File: src/rtl/core_wb_lsu_rsp_pkg.sv
// Shared LSU response types: trap causes, access sizes, slot states and slot metadata.
package core_wb_lsu_rsp_pkg;

    localparam logic [6:0] TRAP_LDACCESS = 7'd5;
    localparam logic [6:0] TRAP_STACCESS = 7'd7;

    // Widest offset (XLEN=64) and GPR index the metadata slot can hold.
    localparam int LSU_OFF_W = 3;
    localparam int LSU_RD_W  = 5;

    typedef enum logic [1:0] {
        LSU_SIZE_B = 2'd0,
        LSU_SIZE_H = 2'd1,
        LSU_SIZE_W = 2'd2,
        LSU_SIZE_D = 2'd3
    } lsu_size_e;

    typedef enum logic [1:0] {
        SLOT_EMPTY = 2'd0,
        SLOT_PEND  = 2'd1,
        SLOT_DONE  = 2'd2
    } slot_state_e;

    typedef struct packed {
        logic                 load;
        lsu_size_e            size;
        logic                 sext;
        logic [LSU_OFF_W-1:0] offset;
        logic [LSU_RD_W-1:0]  rd;
    } lsu_meta_t;

endpackage

File: src/rtl/core_wb_lsu_rsp_if.sv
// Request / response / writeback bundle between dmem, the response tracker and WB.
// master drives requests, dmem responses and wb_ready; slave is the tracker.
interface core_wb_lsu_rsp_if #(
    parameter int XLEN       = 64,
    parameter int REG_ADDR_W = 5
);
    localparam int OW = $clog2(XLEN/8);

    logic                  req_valid;
    logic                  req_ready;
    logic                  req_load;
    logic [1:0]            req_size;
    logic                  req_sext;
    logic [OW-1:0]         req_offset;
    logic [REG_ADDR_W-1:0] req_rd;

    logic                  rsp_valid;
    logic                  rsp_err;
    logic [XLEN-1:0]       rsp_rdata;

    logic                  wb_valid;
    logic                  wb_ready;
    logic                  wb_rd_wen;
    logic [REG_ADDR_W-1:0] wb_rd;
    logic [XLEN-1:0]       wb_wdata;
    logic                  wb_trap;
    logic [6:0]            wb_cause;

    modport master (
        output req_valid, req_load, req_size, req_sext, req_offset, req_rd,
        output rsp_valid, rsp_err, rsp_rdata,
        output wb_ready,
        input  req_ready,
        input  wb_valid, wb_rd_wen, wb_rd, wb_wdata, wb_trap, wb_cause
    );

    modport slave (
        input  req_valid, req_load, req_size, req_sext, req_offset, req_rd,
        input  rsp_valid, rsp_err, rsp_rdata,
        input  wb_ready,
        output req_ready,
        output wb_valid, wb_rd_wen, wb_rd, wb_wdata, wb_trap, wb_cause
    );

endinterface

File: src/rtl/core_wb_lsu_rsp_align.sv
// Load data aligner: shift by byte offset, mask to access size, optional sign-extend.
// Latency: purely combinational.
// Backpressure: none.
module core_wb_lsu_rsp_align
    import core_wb_lsu_rsp_pkg::*;
#(
    parameter int XLEN = 64
) (
    input  logic [XLEN-1:0]          data,
    input  logic [$clog2(XLEN/8)-1:0] offset,
    input  lsu_size_e                size,
    input  logic                     sext,
    output logic [XLEN-1:0]          result
);
    localparam logic [1:0] MAX_SIZE = (XLEN == 64) ? 2'd3 : 2'd2;

    logic [XLEN-1:0] shifted;
    logic [XLEN-1:0] mask;
    logic [XLEN-1:0] sign_bit;
    logic [6:0]      nbits;
    logic            neg;

    always_comb begin
        shifted  = data >> {offset, 3'b000};
        nbits    = 7'd8 << size;
        mask     = ~({XLEN{1'b1}} << nbits);
        sign_bit = {{(XLEN-1){1'b0}}, 1'b1} << (nbits - 7'd1);
        neg      = sext && (|(shifted & sign_bit));
        // Full-width accesses are always aligned, so the raw word is the result.
        if (size >= MAX_SIZE) begin
            result = data;
        end else begin
            result = (shifted & mask) | (neg ? ~mask : '0);
        end
    end

endmodule

File: src/rtl/core_wb_lsu_rsp.sv
// In-order dmem response tracker feeding WB; DEPTH slots, load alignment, access-fault traps.
// Latency: rsp -> wb_valid next cycle; 0 cycles for a live PEND head when CORE_WB_RSP_BYPASS_EN is defined.
// Backpressure: req_ready drops when all slots are busy; dmem responses are never stalled.
module core_wb_lsu_rsp
    import core_wb_lsu_rsp_pkg::*;
#(
    parameter int XLEN       = 64,
    parameter int DEPTH      = 2,
    parameter int REG_ADDR_W = 5
) (
    input  logic             g_clk,
    input  logic             g_resetn,
    input  logic             flush,
    core_wb_lsu_rsp_if.slave bus,
    output logic             rsp_unexpected
);
    localparam int OW = $clog2(XLEN/8);
    localparam int PW = $clog2(DEPTH);
    localparam int CW = PW + 1;

    slot_state_e     st_q   [DEPTH];
    slot_state_e     st_d   [DEPTH];
    logic            kill_q [DEPTH];
    logic            kill_d [DEPTH];
    lsu_meta_t       meta_q [DEPTH];
    lsu_meta_t       meta_d [DEPTH];
    logic [XLEN-1:0] data_q [DEPTH];
    logic [XLEN-1:0] data_d [DEPTH];
    logic            err_q  [DEPTH];
    logic            err_d  [DEPTH];

    logic [PW-1:0] alloc_ptr_q, alloc_ptr_d;
    logic [PW-1:0] rsp_ptr_q,   rsp_ptr_d;
    logic [PW-1:0] head_ptr_q,  head_ptr_d;
    logic [CW-1:0] cnt_q,       cnt_d;
    logic [CW-1:0] pend_q,      pend_d;
    logic          unexp_q,     unexp_d;

    logic            req_rdy;
    logic            alloc;
    logic            rsp_take;
    logic            head_live_done;
    logic            bypass_hit;
    logic            wb_vld;
    logic            pop;
    lsu_meta_t       head_meta;
    lsu_meta_t       new_meta;
    logic            sel_err;
    logic [XLEN-1:0] sel_data;
    logic [XLEN-1:0] aligned;
    logic [REG_ADDR_W-1:0] head_rd;
    logic            load_ok;

    // Occupancy comes from registered state only; a same-cycle pop does not open a slot.
    assign req_rdy   = (cnt_q != CW'(DEPTH));
    assign alloc     = bus.req_valid && req_rdy;
    assign rsp_take  = bus.rsp_valid && (pend_q != '0);
    assign head_meta = meta_q[head_ptr_q];
    assign head_rd   = REG_ADDR_W'(head_meta.rd);

    assign head_live_done = (st_q[head_ptr_q] == SLOT_DONE) && !kill_q[head_ptr_q];

`ifdef CORE_WB_RSP_BYPASS_EN
    // A live PEND head is always the oldest PEND slot, so this response is its own.
    assign bypass_hit = (st_q[head_ptr_q] == SLOT_PEND) && !kill_q[head_ptr_q] && bus.rsp_valid;
    assign sel_data   = bypass_hit ? bus.rsp_rdata : data_q[head_ptr_q];
    assign sel_err    = bypass_hit ? bus.rsp_err   : err_q[head_ptr_q];
`else
    assign bypass_hit = 1'b0;
    assign sel_data   = data_q[head_ptr_q];
    assign sel_err    = err_q[head_ptr_q];
`endif

    assign wb_vld = head_live_done || bypass_hit;
    assign pop    = ((st_q[head_ptr_q] == SLOT_DONE) && kill_q[head_ptr_q])
                 || (wb_vld && bus.wb_ready);

    always_comb begin
        new_meta        = '0;
        new_meta.load   = bus.req_load;
        new_meta.size   = lsu_size_e'(bus.req_size);
        new_meta.sext   = bus.req_sext;
        new_meta.offset = LSU_OFF_W'(bus.req_offset);
        new_meta.rd     = LSU_RD_W'(bus.req_rd);
    end

    always_comb begin
        for (int i = 0; i < DEPTH; i++) begin
            st_d[i]   = st_q[i];
            kill_d[i] = kill_q[i];
            meta_d[i] = meta_q[i];
            data_d[i] = data_q[i];
            err_d[i]  = err_q[i];
        end
        alloc_ptr_d = alloc_ptr_q;
        rsp_ptr_d   = rsp_ptr_q;
        head_ptr_d  = head_ptr_q;
        unexp_d     = unexp_q || (bus.rsp_valid && !rsp_take);

        if (rsp_take) begin
            st_d[rsp_ptr_q]   = SLOT_DONE;
            data_d[rsp_ptr_q] = bus.rsp_rdata;
            err_d[rsp_ptr_q]  = bus.rsp_err;
            rsp_ptr_d         = rsp_ptr_q + 1'b1;
        end
        if (pop) begin
            st_d[head_ptr_q] = SLOT_EMPTY;
            head_ptr_d       = head_ptr_q + 1'b1;
        end
        if (flush) begin
            for (int i = 0; i < DEPTH; i++) begin
                if (st_q[i] != SLOT_EMPTY) begin
                    kill_d[i] = 1'b1;
                end
            end
        end
        // Applied after the flush so a request issued on the new path survives it.
        if (alloc) begin
            st_d[alloc_ptr_q]   = SLOT_PEND;
            kill_d[alloc_ptr_q] = 1'b0;
            meta_d[alloc_ptr_q] = new_meta;
            err_d[alloc_ptr_q]  = 1'b0;
            alloc_ptr_d         = alloc_ptr_q + 1'b1;
        end

        cnt_d  = cnt_q  + CW'(alloc) - CW'(pop);
        pend_d = pend_q + CW'(alloc) - CW'(rsp_take);
    end

    always_ff @(posedge g_clk or negedge g_resetn) begin
        if (!g_resetn) begin
            for (int i = 0; i < DEPTH; i++) begin
                st_q[i]   <= SLOT_EMPTY;
                kill_q[i] <= 1'b0;
                meta_q[i] <= '0;
                data_q[i] <= '0;
                err_q[i]  <= 1'b0;
            end
            alloc_ptr_q <= '0;
            rsp_ptr_q   <= '0;
            head_ptr_q  <= '0;
            cnt_q       <= '0;
            pend_q      <= '0;
            unexp_q     <= 1'b0;
        end else begin
            for (int i = 0; i < DEPTH; i++) begin
                st_q[i]   <= st_d[i];
                kill_q[i] <= kill_d[i];
                meta_q[i] <= meta_d[i];
                data_q[i] <= data_d[i];
                err_q[i]  <= err_d[i];
            end
            alloc_ptr_q <= alloc_ptr_d;
            rsp_ptr_q   <= rsp_ptr_d;
            head_ptr_q  <= head_ptr_d;
            cnt_q       <= cnt_d;
            pend_q      <= pend_d;
            unexp_q     <= unexp_d;
        end
    end

    core_wb_lsu_rsp_align #(
        .XLEN (XLEN)
    ) u_align (
        .data   (sel_data),
        .offset (OW'(head_meta.offset)),
        .size   (head_meta.size),
        .sext   (head_meta.sext),
        .result (aligned)
    );

    assign load_ok = wb_vld && head_meta.load && !sel_err;

    assign bus.req_ready = req_rdy;
    assign bus.wb_valid  = wb_vld;
    assign bus.wb_rd     = wb_vld ? head_rd : '0;
    assign bus.wb_rd_wen = load_ok && (head_rd != '0);
    assign bus.wb_wdata  = load_ok ? aligned : '0;
    assign bus.wb_trap   = wb_vld && sel_err;
    assign bus.wb_cause  = (wb_vld && sel_err)
                         ? (head_meta.load ? TRAP_LDACCESS : TRAP_STACCESS) : 7'd0;
    assign rsp_unexpected = unexp_q;

endmodule
File: src/flat_wrapper.sv
// flat-port wrapper written by rule: the top's interface ports become plain ports
module core_wb_lsu_rsp_flat import core_wb_lsu_rsp_pkg::*;
#(
    parameter int XLEN       = 64,
    parameter int DEPTH      = 2,
    parameter int REG_ADDR_W = 5
)
  (g_clk, g_resetn, flush, rsp_unexpected, bus_req_valid, bus_req_load, bus_req_size, bus_req_sext, bus_req_offset, bus_req_rd, bus_rsp_valid, bus_rsp_err, bus_rsp_rdata, bus_wb_ready, bus_req_ready, bus_wb_valid, bus_wb_rd_wen, bus_wb_rd, bus_wb_wdata, bus_wb_trap, bus_wb_cause);
  core_wb_lsu_rsp_if #(.XLEN(XLEN), .REG_ADDR_W(REG_ADDR_W)) bus_i ();
  input  logic g_clk;
  input  logic g_resetn;
  input  logic flush;
  output logic rsp_unexpected;
  input wire logic [$bits(bus_i.req_valid)-1:0] bus_req_valid;
  input wire logic [$bits(bus_i.req_load)-1:0] bus_req_load;
  input wire logic [$bits(bus_i.req_size)-1:0] bus_req_size;
  input wire logic [$bits(bus_i.req_sext)-1:0] bus_req_sext;
  input wire logic [$bits(bus_i.req_offset)-1:0] bus_req_offset;
  input wire logic [$bits(bus_i.req_rd)-1:0] bus_req_rd;
  input wire logic [$bits(bus_i.rsp_valid)-1:0] bus_rsp_valid;
  input wire logic [$bits(bus_i.rsp_err)-1:0] bus_rsp_err;
  input wire logic [$bits(bus_i.rsp_rdata)-1:0] bus_rsp_rdata;
  input wire logic [$bits(bus_i.wb_ready)-1:0] bus_wb_ready;
  output wire logic [$bits(bus_i.req_ready)-1:0] bus_req_ready;
  output wire logic [$bits(bus_i.wb_valid)-1:0] bus_wb_valid;
  output wire logic [$bits(bus_i.wb_rd_wen)-1:0] bus_wb_rd_wen;
  output wire logic [$bits(bus_i.wb_rd)-1:0] bus_wb_rd;
  output wire logic [$bits(bus_i.wb_wdata)-1:0] bus_wb_wdata;
  output wire logic [$bits(bus_i.wb_trap)-1:0] bus_wb_trap;
  output wire logic [$bits(bus_i.wb_cause)-1:0] bus_wb_cause;
  assign bus_i.req_valid = bus_req_valid;
  assign bus_i.req_load = bus_req_load;
  assign bus_i.req_size = bus_req_size;
  assign bus_i.req_sext = bus_req_sext;
  assign bus_i.req_offset = bus_req_offset;
  assign bus_i.req_rd = bus_req_rd;
  assign bus_i.rsp_valid = bus_rsp_valid;
  assign bus_i.rsp_err = bus_rsp_err;
  assign bus_i.rsp_rdata = bus_rsp_rdata;
  assign bus_i.wb_ready = bus_wb_ready;
  assign bus_req_ready = bus_i.req_ready;
  assign bus_wb_valid = bus_i.wb_valid;
  assign bus_wb_rd_wen = bus_i.wb_rd_wen;
  assign bus_wb_rd = bus_i.wb_rd;
  assign bus_wb_wdata = bus_i.wb_wdata;
  assign bus_wb_trap = bus_i.wb_trap;
  assign bus_wb_cause = bus_i.wb_cause;
  core_wb_lsu_rsp #(.XLEN(XLEN), .DEPTH(DEPTH), .REG_ADDR_W(REG_ADDR_W)) u_core (.g_clk(g_clk), .g_resetn(g_resetn), .flush(flush), .bus(bus_i), .rsp_unexpected(rsp_unexpected));
endmodule
File: config.mk
export PLATFORM = sky130hd
export DESIGN_NAME = core_wb_lsu_rsp_flat
export DESIGN_NICKNAME = d
export VERILOG_FILES = /design/src/rtl/core_wb_lsu_rsp_pkg.sv /design/src/rtl/core_wb_lsu_rsp_if.sv /design/src/rtl/core_wb_lsu_rsp_align.sv /design/src/rtl/core_wb_lsu_rsp.sv /design/src/flat_wrapper.sv
export SDC_FILE = /design/constraint.sdc
export NUM_CORES = 1
export LEC_CHECK = 0
export CAP_MARGIN = 20
export CORE_MARGIN = 2
export CORE_UTILIZATION = 54
export DETAILED_ROUTE_END_ITERATION = 8
export GPL_TIMING_DRIVEN = 0
export PLACE_DENSITY_LB_ADDON = 0.12
export SLEW_MARGIN = 20
export SYNTH_ARGS = -nofsm -noshare
export SYNTH_HDL_FRONTEND = slang
export SYNTH_SLANG_ARGS = --single-unit
File: constraint.sdc
create_clock -name g_clk -period 3.6 [get_ports g_clk]
set_input_delay 0.54 -clock g_clk [delete_from_list [all_inputs] [get_ports g_clk]]
set_output_delay 0.54 -clock g_clk [all_outputs]
set_load 0.02 [all_outputs]
==> impl_metrics.env <==
export IMPL_clk_pin_slew_ns=0.07
export IMPL_cts_sinks=168
export IMPL_yosys_most_used_dff="dfrtp_1"
export IMPL_outcome="finished with violations"
export IMPL_drv_slew=0
export IMPL_min_path_type="in -> async"
export IMPL_grt_max_degree=92
export IMPL_drc=0
export IMPL_die_area_mm2=0.02002
export IMPL_syn_area_mm2=0.01021
export IMPL_antennaDiodeCount=0
export IMPL_dr_first_iter_drc_count=1013
export IMPL_wire_per_inst_um=22.98
export IMPL_skew_ns=0.009279
export IMPL_tritoncts="done"
export IMPL_ios=164
export IMPL_ys_seq_area_share_pct=41.18
export IMPL_grt_pass1_wl_mm=51.76
export IMPL_drv_cap=0
export IMPL_io_buffers=159
export IMPL_overflow=0
export IMPL_syn_avg_cell_area_um2=9.659
export IMPL_start_util_pct=54.77
export IMPL_finalCritPeriodShare_pct=100.9
export IMPL_synth_edf_count=0
export IMPL_firstDrtPassIters=5
export IMPL_final_nets=1369
export IMPL_switching_share_pct=47.35
export IMPL_ant_nets=0
export IMPL_syn_inst=1057
export IMPL_insertion_delay_ns=0.44
export IMPL_final_setup_viol_count=4
export IMPL_htreeDepth=4
export IMPL_p_sw_uw=7559
export IMPL_arrival_ns=3.09
export IMPL_post_dp_hpwl_mm=25.22
export IMPL_dp_slack_ns=-0.3977
export IMPL_vias_per_cell=6.143
export IMPL_critPathCaptureType="output pin"
export IMPL_final_util_pct=74.81
export IMPL_netlist_cell_type_count=56
export IMPL_drive_gt1_share_pct=33.20
export IMPL_numCtsBuffers=17
export IMPL_p_leak_uw=0.006283
export IMPL_rsz0062_at_grt="yes"
export IMPL_final_common_cell="nand2_1"
export IMPL_ys_warnings_count=0
export IMPL_path_class="reg -> out"
export IMPL_hold_viol_final=0
export IMPL_violations="negative setup slack"
export IMPL_combinationalPowerShare_pct=64.5
export IMPL_track_usage_pct=34.13
export IMPL_rows=50
export IMPL_antenna_found_initial=0
export IMPL_final_cell_mix="nand2_1 (281), dfrtp_1 (168), mux2_2 (113)"
export IMPL_p_int_uw=8406
export IMPL_vdd_ir_drop_max_mv=0.6589
export IMPL_crit_fanout=8
export IMPL_async_flop_share_pct=100.0
export IMPL_timing_fmax_ghz=0.2752
export IMPL_dieWidth_um=141.5
export IMPL_ys_ff_latch=168
export IMPL_die_h_um=141.5
export IMPL_finalWorstSetupSlack_ns=-0.03366
export IMPL_slew_headroom_pct=47.12
export IMPL_cellPowerDensity_mw_per_mm2=1145
export IMPL_grt_pass1_vias=8887
export IMPL_vias=9393
export IMPL_fill_cells=1382
export IMPL_clock_power_share_pct=11.8
export IMPL_finalWeightedCongestion=1.018
export IMPL_syn_to_final_growth_pct=36.61
export IMPL_cp_start_kind="flop"
export IMPL_cts_root_buf="clkbuf_16"
export IMPL_clk_path_buf_depth=2
export IMPL_drt_total_wl_mm=35.14
export IMPL_core_area_mm2=0.01864
export IMPL_finalCriticalPeriod_ns=3.634
export IMPL_required_ns=3.06
export IMPL_timing_hold_ws_ns=0.08490
export IMPL_seqPwrFrac_pct=23.8
export IMPL_worst_pin_slew_ns=0.7932
==> area by class of cell <==
type | instances | area (um^2) | share of cell area, %
Tap cell | 234 | 292.8 | 2.099
Clock buffer | 18 | 429.2 | 3.077
Timing Repair Buffer | 206 | 1938 | 13.90
Multi-Input combinational cell | 797 | 6287 | 45.08
Inverter | 12 | 45.04 | 0.3230
Buffer | 80 | 586.8 | 4.207
Clock inverter | 14 | 163.9 | 1.175
Sequential cell | 168 | 4204 | 30.14
==> metrics by stage <==
step,setup TNS [ns],std cells,power (uW),area [um^2]
2_1_floorplan,0,1060,8920,10220
3_3_place_gp,-826.94,1453,11140,12110
3_5_place_dp,-8.136,1454,11310,12140
4_1_cts,-0.06204,1505,14770,13410
5_1_grt,-2.326,1529,16680,13950
6_report,-0.09579,1529,15960,13950
==> flip-flops by register name (all words and copies together) (netlist names) <==
signal / count
u_core.alloc_ptr_q: 1
u_core.st_q: 4
u_core.data_q: 128
u_core.rsp_unexpected: 1
u_core.pend_q: 2
u_core.rsp_ptr_q: 1
u_core.head_ptr_q: 1
u_core.cnt_q: 2
u_core.meta_q: 24
u_core.kill_q: 2
u_core.err_q: 2
==> cells in the mapped netlist, drive strengths merged, types with 4 or more instances <==
library cell / instances / area [um^2]
a211oi: 21 / 182.7
a21o: 5 / 45.04
a21oi: 41 / 209.0
a221oi: 9 / 78.83
a32oi: 8 / 77.58
buf: 43 / 306.5
clkbuf: 40 / 150.1
dfrtp: 168 / 4204
ha: 4 / 50.05
inv: 12 / 45.04
mux2: 115 / 1295
mux2i: 142 / 1421
nand2: 287 / 1085
nand2b: 9 / 63.81
nand3: 11 / 60.06
nor2: 30 / 122.6
nor3: 7 / 35.03
nor4: 5 / 52.55
o211ai: 14 / 105.1
o21ai: 35 / 178.9
o22ai: 28 / 237.7
xnor2: 5 / 43.79
==> logic make-up (layout without fill, tap and decap cells) <==
| kind of cell | count (synthesis) | in the layout | synth area share, % |
|---|---|---|---|
| flip-flops | 168 | 168 | 41.18 |
| multiplexers | 257 | 257 | 26.61 |
| adder cells (fa/ha/maj) | 4 | 4 | 0.4902 |
| AO/OA/AOI/OAI | 169 | 169 | 11.80 |
| other | 1 | 4 | 0.03673 |
| AND/OR/NAND/NOR | 358 | 358 | 14.55 |
| XOR/XNOR | 5 | 5 | 0.4289 |
| buffers and inverters | 95 | 330 | 4.914 |
==> path summary, 6_finish.rpt <==
check,from,end,slack [ns],cells past startpoint
min in group g_clk,u_core.rsp_unexpected,u_core.rsp_unexpected,0.46,1
max in group asynchronous,g_resetn,u_core.data_q[86],2.66,2
max,u_core.head_ptr_q,bus_wb_wdata[14],-0.03,13
min reg2reg,u_core.rsp_unexpected,u_core.rsp_unexpected,0.46,1
max reg2reg,u_core.pend_q[1],u_core.data_q[45],0.82,6
min,g_resetn,u_core.cnt_q[1],0.08,1
==> power by group through the flow <==
stage	clock, uW	sequential [uW]	combinational [uW]
2_1_floorplan	0	3310	5610
3_3_place_gp	0	3610	7530
3_5_place_dp	0	3650	7660
4_1_cts	1900	3710	9160
5_1_grt	1980	3870	10800
6_report	1880	3790	10300
==> worst max-delay path, cell delays in order, from the launching register on <==
cell	delay, ns
dfrtp_1	0.39
buf_6	0.14
buf_12	0.14
buf_12	0.14
buf_12	0.14
buf_12	0.14
bufbuf_16	0.28
mux2_2	0.27
a32oi_2	0.07
buf_4	0.16
mux2i_1	0.20
a21oi_1	0.12
a211oi_2	0.27
buf_4	0.19
==> what timing repair did <==
action                     in CTS  in global routing
pin swaps                      17                 16
hold buffers                    0                  0
setup endpoints to repair      74                 63
buffers inserted               19                 23
resized for setup             391                101
gates cloned                    2                  3
==> per-layer routing <==
| metal | GRT usage [%] | vias up | part of all wire [%] |
|---|---|---|---|
| li1 | - | 4161 | - |
| met1 | 47.10 | 4679 | 42 |
| met2 | 54.42 | 471 | 47 |
| met3 | 7.627 | 82 | 8.4 |
| met4 | 10.11 | 0 | 3.2 |
| met5 | 0 | - | 0 |
(Power assumes the default switching activity.)
